<file path="config.mk">
export PLATFORM = sky130hd
export DESIGN_NAME = legv8_multicycle_control
export DESIGN_NICKNAME = d
export VERILOG_FILES = /design/src/rtl/legv8_ctrl_pkg.sv /design/src/rtl/legv8_opcode_decode.sv /design/src/rtl/legv8_multicycle_control.sv
export SDC_FILE = /design/constraint.sdc
export NUM_CORES = 1
export LEC_CHECK = 0
export CORE_UTILIZATION = 53
export DETAILED_ROUTE_END_ITERATION = 12
export GPL_TIMING_DRIVEN = 0
export PLACE_DENSITY = 0.87
export RECOVER_POWER = 25
export SETUP_SLACK_MARGIN = 0.05
export SLEW_MARGIN = 20
export SYNTH_ARGS = -nofsm -noshare
export SYNTH_HDL_FRONTEND = slang
export SYNTH_SLANG_ARGS = --single-unit
</file>
<file path="constraint.sdc">
create_clock -name Clock -period 4.35 [get_ports Clock]
set_clock_uncertainty 0.05 [all_clocks]
set_input_delay 0.6525 -clock Clock [delete_from_list [all_inputs] [get_ports Clock]]
set_output_delay 0.6525 -clock Clock [all_outputs]
set_load 0.01 [all_outputs]
</file>
<file path="src/rtl/legv8_ctrl_pkg.sv">
// legv8_ctrl_pkg: shared types and constants for the LEGv8 multicycle control sequencer
//   state_t   : sequencer states
//   iclass_t  : decoded instruction class
//   OP_*      : opcode field encodings, ALUOP_* : ALU operation codes, SEL_* : mux selects
package legv8_ctrl_pkg;
    typedef enum logic [2:0] {IDLE, FETCH, DECODE, EXEC, MEM, WB, HALT} state_t;
    typedef enum logic [2:0] {CLS_R, CLS_LDUR, CLS_STUR, CLS_CBZ, CLS_B, CLS_ILL} iclass_t;
    localparam logic [10:0] OP_ADD  = 11'b10001011000;
    localparam logic [10:0] OP_SUB  = 11'b11001011000;
    localparam logic [10:0] OP_AND  = 11'b10001010000;
    localparam logic [10:0] OP_ORR  = 11'b10101010000;
    localparam logic [10:0] OP_LDUR = 11'b11111000010;
    localparam logic [10:0] OP_STUR = 11'b11111000000;
    localparam logic [7:0]  OP_CBZ  = 8'b10110100;
    localparam logic [5:0]  OP_B    = 6'b000101;
    localparam logic [1:0]  ALUOP_ADD   = 2'b00;
    localparam logic [1:0]  ALUOP_PASSB = 2'b01;
    localparam logic [1:0]  ALUOP_RTYPE = 2'b10;
    localparam logic [1:0]  SEL_RM  = 2'd0;
    localparam logic [1:0]  SEL_RT  = 2'd1;
    localparam logic [1:0]  SEL_REG = 2'd0;
    localparam logic [1:0]  SEL_IMM = 2'd1;
    localparam logic [1:0]  SEL_ALU = 2'd0;
    localparam logic [1:0]  SEL_MEM = 2'd1;
endpackage

</file>
<file path="src/rtl/legv8_opcode_decode.sv">
// legv8_opcode_decode: classifies IR[31:21] into an instruction class
//   opcode  in  : IR[31:21]
//   cls     out : instruction class
//   illegal out : encoding not recognised
import legv8_ctrl_pkg::*;

module legv8_opcode_decode (
    input  logic [10:0] opcode,
    output iclass_t     cls,
    output logic        illegal
);
    // CBZ and B are identified by their shorter prefixes inside the same 11-bit field
    always_comb begin
        cls = (opcode == OP_ADD || opcode == OP_SUB || opcode == OP_AND || opcode == OP_ORR) ? CLS_R :
              opcode == OP_LDUR      ? CLS_LDUR :
              opcode == OP_STUR      ? CLS_STUR :
              opcode[10:3] == OP_CBZ ? CLS_CBZ  :
              opcode[10:5] == OP_B   ? CLS_B    : CLS_ILL;
        illegal = cls == CLS_ILL;
    end
endmodule

</file>
<file path="src/rtl/legv8_multicycle_control.sv">
// legv8_multicycle_control: multicycle LEGv8 fetch/decode/control sequencer owning the PC
//   Clock, Reset_n (async, active-low)
//   InstrReq/InstrAddr/InstrValid/InstrData : instruction fetch handshake
//   Zero                                     : ALU zero flag, sampled for CBZ in EXEC
//   Read1, Rm, Rt, WriteReg, OpcodeField, SEin : instruction fields (combinational from IR)
//   Reg2Loc, ALUSrc, MemtoReg, ALUOp, RegWrite, MemRead, MemWrite : datapath controls
//   Halted      : sticky, set on illegal opcode until reset
//   RetiredCount: instructions retired, present only when PERF_COUNT_EN is defined
import legv8_ctrl_pkg::*;

module legv8_multicycle_control #(
    parameter int                    ADDR_WIDTH = 64,
    parameter logic [ADDR_WIDTH-1:0] RESET_PC   = '0
) (
    input  logic                  Clock,
    input  logic                  Reset_n,
    output logic                  InstrReq,
    output logic [ADDR_WIDTH-1:0] InstrAddr,
    input  logic                  InstrValid,
    input  logic [31:0]           InstrData,
    input  logic                  Zero,
    output logic [4:0]            Read1,
    output logic [4:0]            Rm,
    output logic [4:0]            Rt,
    output logic [4:0]            WriteReg,
    output logic [10:0]           OpcodeField,
    output logic [8:0]            SEin,
    output logic [1:0]            Reg2Loc,
    output logic [1:0]            ALUSrc,
    output logic [1:0]            MemtoReg,
    output logic [1:0]            ALUOp,
    output logic                  RegWrite,
    output logic                  MemRead,
    output logic                  MemWrite,
    output logic                  Halted
`ifdef PERF_COUNT_EN
    ,
    output logic [31:0]           RetiredCount
`endif
);
    state_t                state, state_nxt;
    iclass_t               cls;
    logic                  illegal, ls, in_x;
    logic [31:0]           ir;
    logic [ADDR_WIDTH-1:0] pc, pc_nxt, cbz_off, b_off;

    legv8_opcode_decode u_dec (.opcode(ir[31:21]), .cls(cls), .illegal(illegal));

    // Word offsets, sign-extended to the PC width and scaled by 4
    assign cbz_off = {{(ADDR_WIDTH-21){ir[23]}}, ir[23:5], 2'b00};
    assign b_off   = {{(ADDR_WIDTH-28){ir[25]}}, ir[25:0], 2'b00};

    always_comb begin
        ls          = cls == CLS_LDUR || cls == CLS_STUR;
        in_x        = state == EXEC || state == MEM || state == WB;
        InstrReq    = state == FETCH;
        InstrAddr   = pc;
        Read1       = ir[9:5];
        Rm          = ir[20:16];
        Rt          = ir[4:0];
        WriteReg    = ir[4:0];
        OpcodeField = ir[31:21];
        SEin        = ir[20:12];
        Reg2Loc     = (in_x && (ls || cls == CLS_CBZ)) ? SEL_RT : SEL_RM;
        ALUSrc      = (in_x && ls) ? SEL_IMM : SEL_REG;
        ALUOp       = !in_x ? 2'b00 : cls == CLS_R ? ALUOP_RTYPE : cls == CLS_CBZ ? ALUOP_PASSB : ALUOP_ADD;
        MemtoReg    = (state == WB && cls == CLS_LDUR) ? SEL_MEM : SEL_ALU;
        RegWrite    = state == WB;
        MemRead     = state == MEM && cls == CLS_LDUR;
        MemWrite    = state == MEM && cls == CLS_STUR;
        Halted      = state == HALT;
    end

    always_comb begin
        state_nxt = state;
        case (state)
            IDLE:    state_nxt = FETCH;
            FETCH:   state_nxt = InstrValid ? DECODE : FETCH;
            DECODE:  state_nxt = illegal ? HALT : EXEC;
            EXEC:    state_nxt = cls == CLS_R ? WB : ls ? MEM : FETCH;
            MEM:     state_nxt = cls == CLS_LDUR ? WB : FETCH;
            WB:      state_nxt = FETCH;
            default: state_nxt = HALT;
        endcase
        pc_nxt = (state == EXEC && cls == CLS_CBZ) ? (Zero ? pc + cbz_off : pc + ADDR_WIDTH'(4)) :
                 (state == EXEC && cls == CLS_B)   ? pc + b_off :
                 ((state == MEM && cls == CLS_STUR) || state == WB) ? pc + ADDR_WIDTH'(4) : pc;
    end

    always_ff @(posedge Clock or negedge Reset_n) begin
        if (!Reset_n) begin
            state <= IDLE;
            pc    <= RESET_PC;
            ir    <= '0;
        end else begin
            state <= state_nxt;
            pc    <= pc_nxt;
            if (state == FETCH && InstrValid) ir <= InstrData;
        end
    end

`ifdef PERF_COUNT_EN
    logic retire;
    assign retire = state == WB || (state == MEM && cls == CLS_STUR) ||
                    (state == EXEC && (cls == CLS_CBZ || cls == CLS_B));

    always_ff @(posedge Clock or negedge Reset_n) begin
        if (!Reset_n) RetiredCount <= '0;
        else if (retire) RetiredCount <= RetiredCount + 32'd1;
    end
`endif
endmodule

</file>
==> metrics.md <==
| Metric | Value |
|---|---|
| 1st-iter DRT viols | 1940 |
| RSZ-0062 raised after global routing | false |
| Vias per cell | roughly 6.6 |
| Via count | between 15000 and 20000 |
| GPL Wtd Cong | a little over 1 |
| Detail Route Antenna Nets | 0 |
| HP Class | reg -> reg |
| Starting Density | 53.98% |
| WL final | 49640 um |
| CP Capture Type | register |
| Syn Area/Cell | approximately 7.5 um^2 |
| Clk sinks | 97 |
| Final hold viol count | 0 |
| Vias in the first global route | about 14000 |
| GRT Total Usage | between 30% and 40% |
| Synth top area cells | dfrtp_1, ha_1, a21oi_1 |
| Ports | ~150 |
| Die Y-Extent | around 160 um |
| Unique cell type count in the Yosys netlist | between 80 and 90 |
| Remaining DRCs | 0 |
| Synth-to-Final Area Change | 17.75% |
| Slew HR | -22.27% |
| Register area share after synthesis | between 10% and 20% |
| Die ar. | 26290 um^2 |
| Mapped Area | between 10000 and 15000 um^2 |
| Total grt overflow | 0 |
| Layout cells sized above 1 | between 8 and 9% |
| Clock transition at path regs | approximately 0.080 ns |
| Post-synth top area cell | dfrtp_1 |
| Crit-path max FO | 10 |
| Placed insts | roughly 2300 |
| Wire length of the first global-routing pass | between 70000 and 80000 um |
| Post-synth ARST share | 100.0% |
| Final critical-path share of the clock period | 96.70% |
| Fmax | around 240 MHz |
| Setup violations, final | 0 |
| Final net count | 2140 |
| Largest net degree at the start of global routing | 67 |
| Top cell type's share of synthesized area | about 18% |
| Fillers | 2250 |
| Final worst slack | 0.1437 ns |
| DPL Wire Length | roughly 38000 um |
| Port Buffers | 146 |
| Most common cell in the netlist | nand2_1 |
| Depth of the CTS H-tree | 3 |
| Post-synthesis instance total | 1808 |
| Number of flops mapped to enable cells by yosys | 0 |
| Clock Latency Late Sink | around 0.37 ns |
| Die Wd | approximately 160 um |
| Pre-CTS setup slack | -0.1183 ns |
| Top_reg_cell synth | dfrtp_1 |
| Violated checks | capacitance limit, slew limit |
| Core Rows | 58 |
| Max-Cap Viols | 2 |
| WS Path Type | reg -> reg |
| Placeable Area | between 20000 and 30000 um^2 |
| Antenna violations before repair | 1 |
| Tmin final | approximately 4.2 ns |
| Fin. max-slew vios | 100 |
| WP data required | ~4.6 ns |
| CTS tree | built |
| First-pass iteration count of the detailed router | 6 |
| CTS Buffer Depth | 2 |
| Top cells by count, synth | nand2_1, a21oi_1, nor2_1 |
| YS warnings | 0 |
| Status | finished with violations |
| Flops & latches, synth | just under 100 |
| WP data arrival | ~4.5 ns |
| WL/cell | ~21 um |
| Clk root buf | clkbuf_16 |
| Final cell count without fillers | between 2000 and 2500 |
| CTS Buf Count | 9 |
| Worst setup SP type | register |
| Worst Tran Pin Value | 1.834 ns |
[sequential cells by signal, summed over array words and instances (netlist names)]
| signal | cells |
|---|---|
| ir | 32 |
| state | 3 |
| InstrAddr | 62 |
[final timing paths]
kind,start,to,slack (ns),cells after the start
min reg2reg,ir[26],ir[26],0.52,1
min,ir[26],ir[26],0.52,1
max,InstrAddr[2],InstrAddr[60],0.14,14
max in group asynchronous,Reset_n,ir[23],0.75,2
max reg2reg,InstrAddr[2],InstrAddr[60],0.14,14
min in group asynchronous,Reset_n,ir[2],0.72,1
[stage by stage]
stage          util, %  hold slack, ns  setup TNS, ns  instance area [um^2]
5_1_grt          63.55          0.5511              0                 16000
2_1_floorplan        -          0.3069              0                 13610
3_5_place_dp     61.77          0.5050        -0.1625                 15550
4_1_cts          63.04          0.1263      -0.007551                 15870
6_report         63.56          0.5225              0                 16010
3_3_place_gp     61.49          0.4983        -143.04                 15480
[layout make-up]
type	count	area [um^2]	share of cell area, %
multi-input combinational	1543	10480	65.48
timing repair buffer	159	1575	9.841
antenna	1	2.502	0.01563
buffer	132	673.1	4.205
sequential	97	2434	15.20
clock inverter	7	60.06	0.3752
clock buffer	9	225.2	1.407
inverter	38	142.6	0.8911
tap	330	412.9	2.580
[cells in the final DEF (no fill, tap or decap), types with 29 or more instances in the layout]
cell type | netlist | final
nand3_1 | 59 | 59
o21ai_0 | 115 | 114
a21o_1 | 75 | 75
clkdlybuf4s50_1 | 0 | 145
nand2_1 | 196 | 196
buf_4 | 45 | 55
inv_1 | 37 | 37
xor2_1 | 61 | 61
and3_1 | 33 | 33
xnor2_1 | 95 | 95
nand4_1 | 47 | 47
a21oi_1 | 185 | 184
mux2_2 | 32 | 32
a211oi_1 | 30 | 29
clkbuf_1 | 76 | 75
nor3_1 | 29 | 29
dfrtp_1 | 97 | 94
o211ai_1 | 32 | 32
nor2_1 | 144 | 142
ha_1 | 122 | 122
[worst max-delay path: stages, from the launching register on]
cell and delay [ns]:
dfrtp_2 0.49, ha_1 0.27, fa_2 0.38, a211o_1 0.28, o211ai_2 0.15, a211oi_4 0.15
a31o_1 0.28, a211o_2 0.40, a31o_2 0.30, a22o_1 0.25, and2b_1 0.23, a221oi_2 0.31
xor2_1 0.10, a221o_1 0.35, a21oi_1 0.13
[kinds of logic (layout without fill, tap and decap cells)]
| family | Yosys count | in the layout | share of synthesized area (%) |
|---|---|---|---|
| flip-flops | 97 | 97 | 17.86 |
| XOR/XNOR | 156 | 156 | 10.05 |
| multiplexers | 38 | 38 | 3.093 |
| other | 1 | 6 | 0.02759 |
| AND/OR/NAND/NOR | 589 | 589 | 20.56 |
| adder cells (fa/ha/maj) | 124 | 124 | 11.52 |
| AO/OA/AOI/OAI | 631 | 631 | 30.84 |
| buffers and inverters | 172 | 345 | 6.047 |
[metal layers]
| layer | wire length [um] | GRT usage (%) |
|---|---|---|
| met4 | 2654 | 20.03 |
| met1 | 20330 | 48.49 |
| met2 | 21940 | 57.90 |
| met5 | 0 | 0 |
| met3 | 4711 | 5.235 |
[what timing repair did]
item	in CTS	in global routing
buffers inserted	0	10
hold buffers	0	0
resized for setup	5	21
setup endpoints to repair	6	21
pin swaps	0	5
cloned	0	0
Power is not shown: default switching activity piles up to over one toggle a cycle in this logic, so the estimate is an artifact.
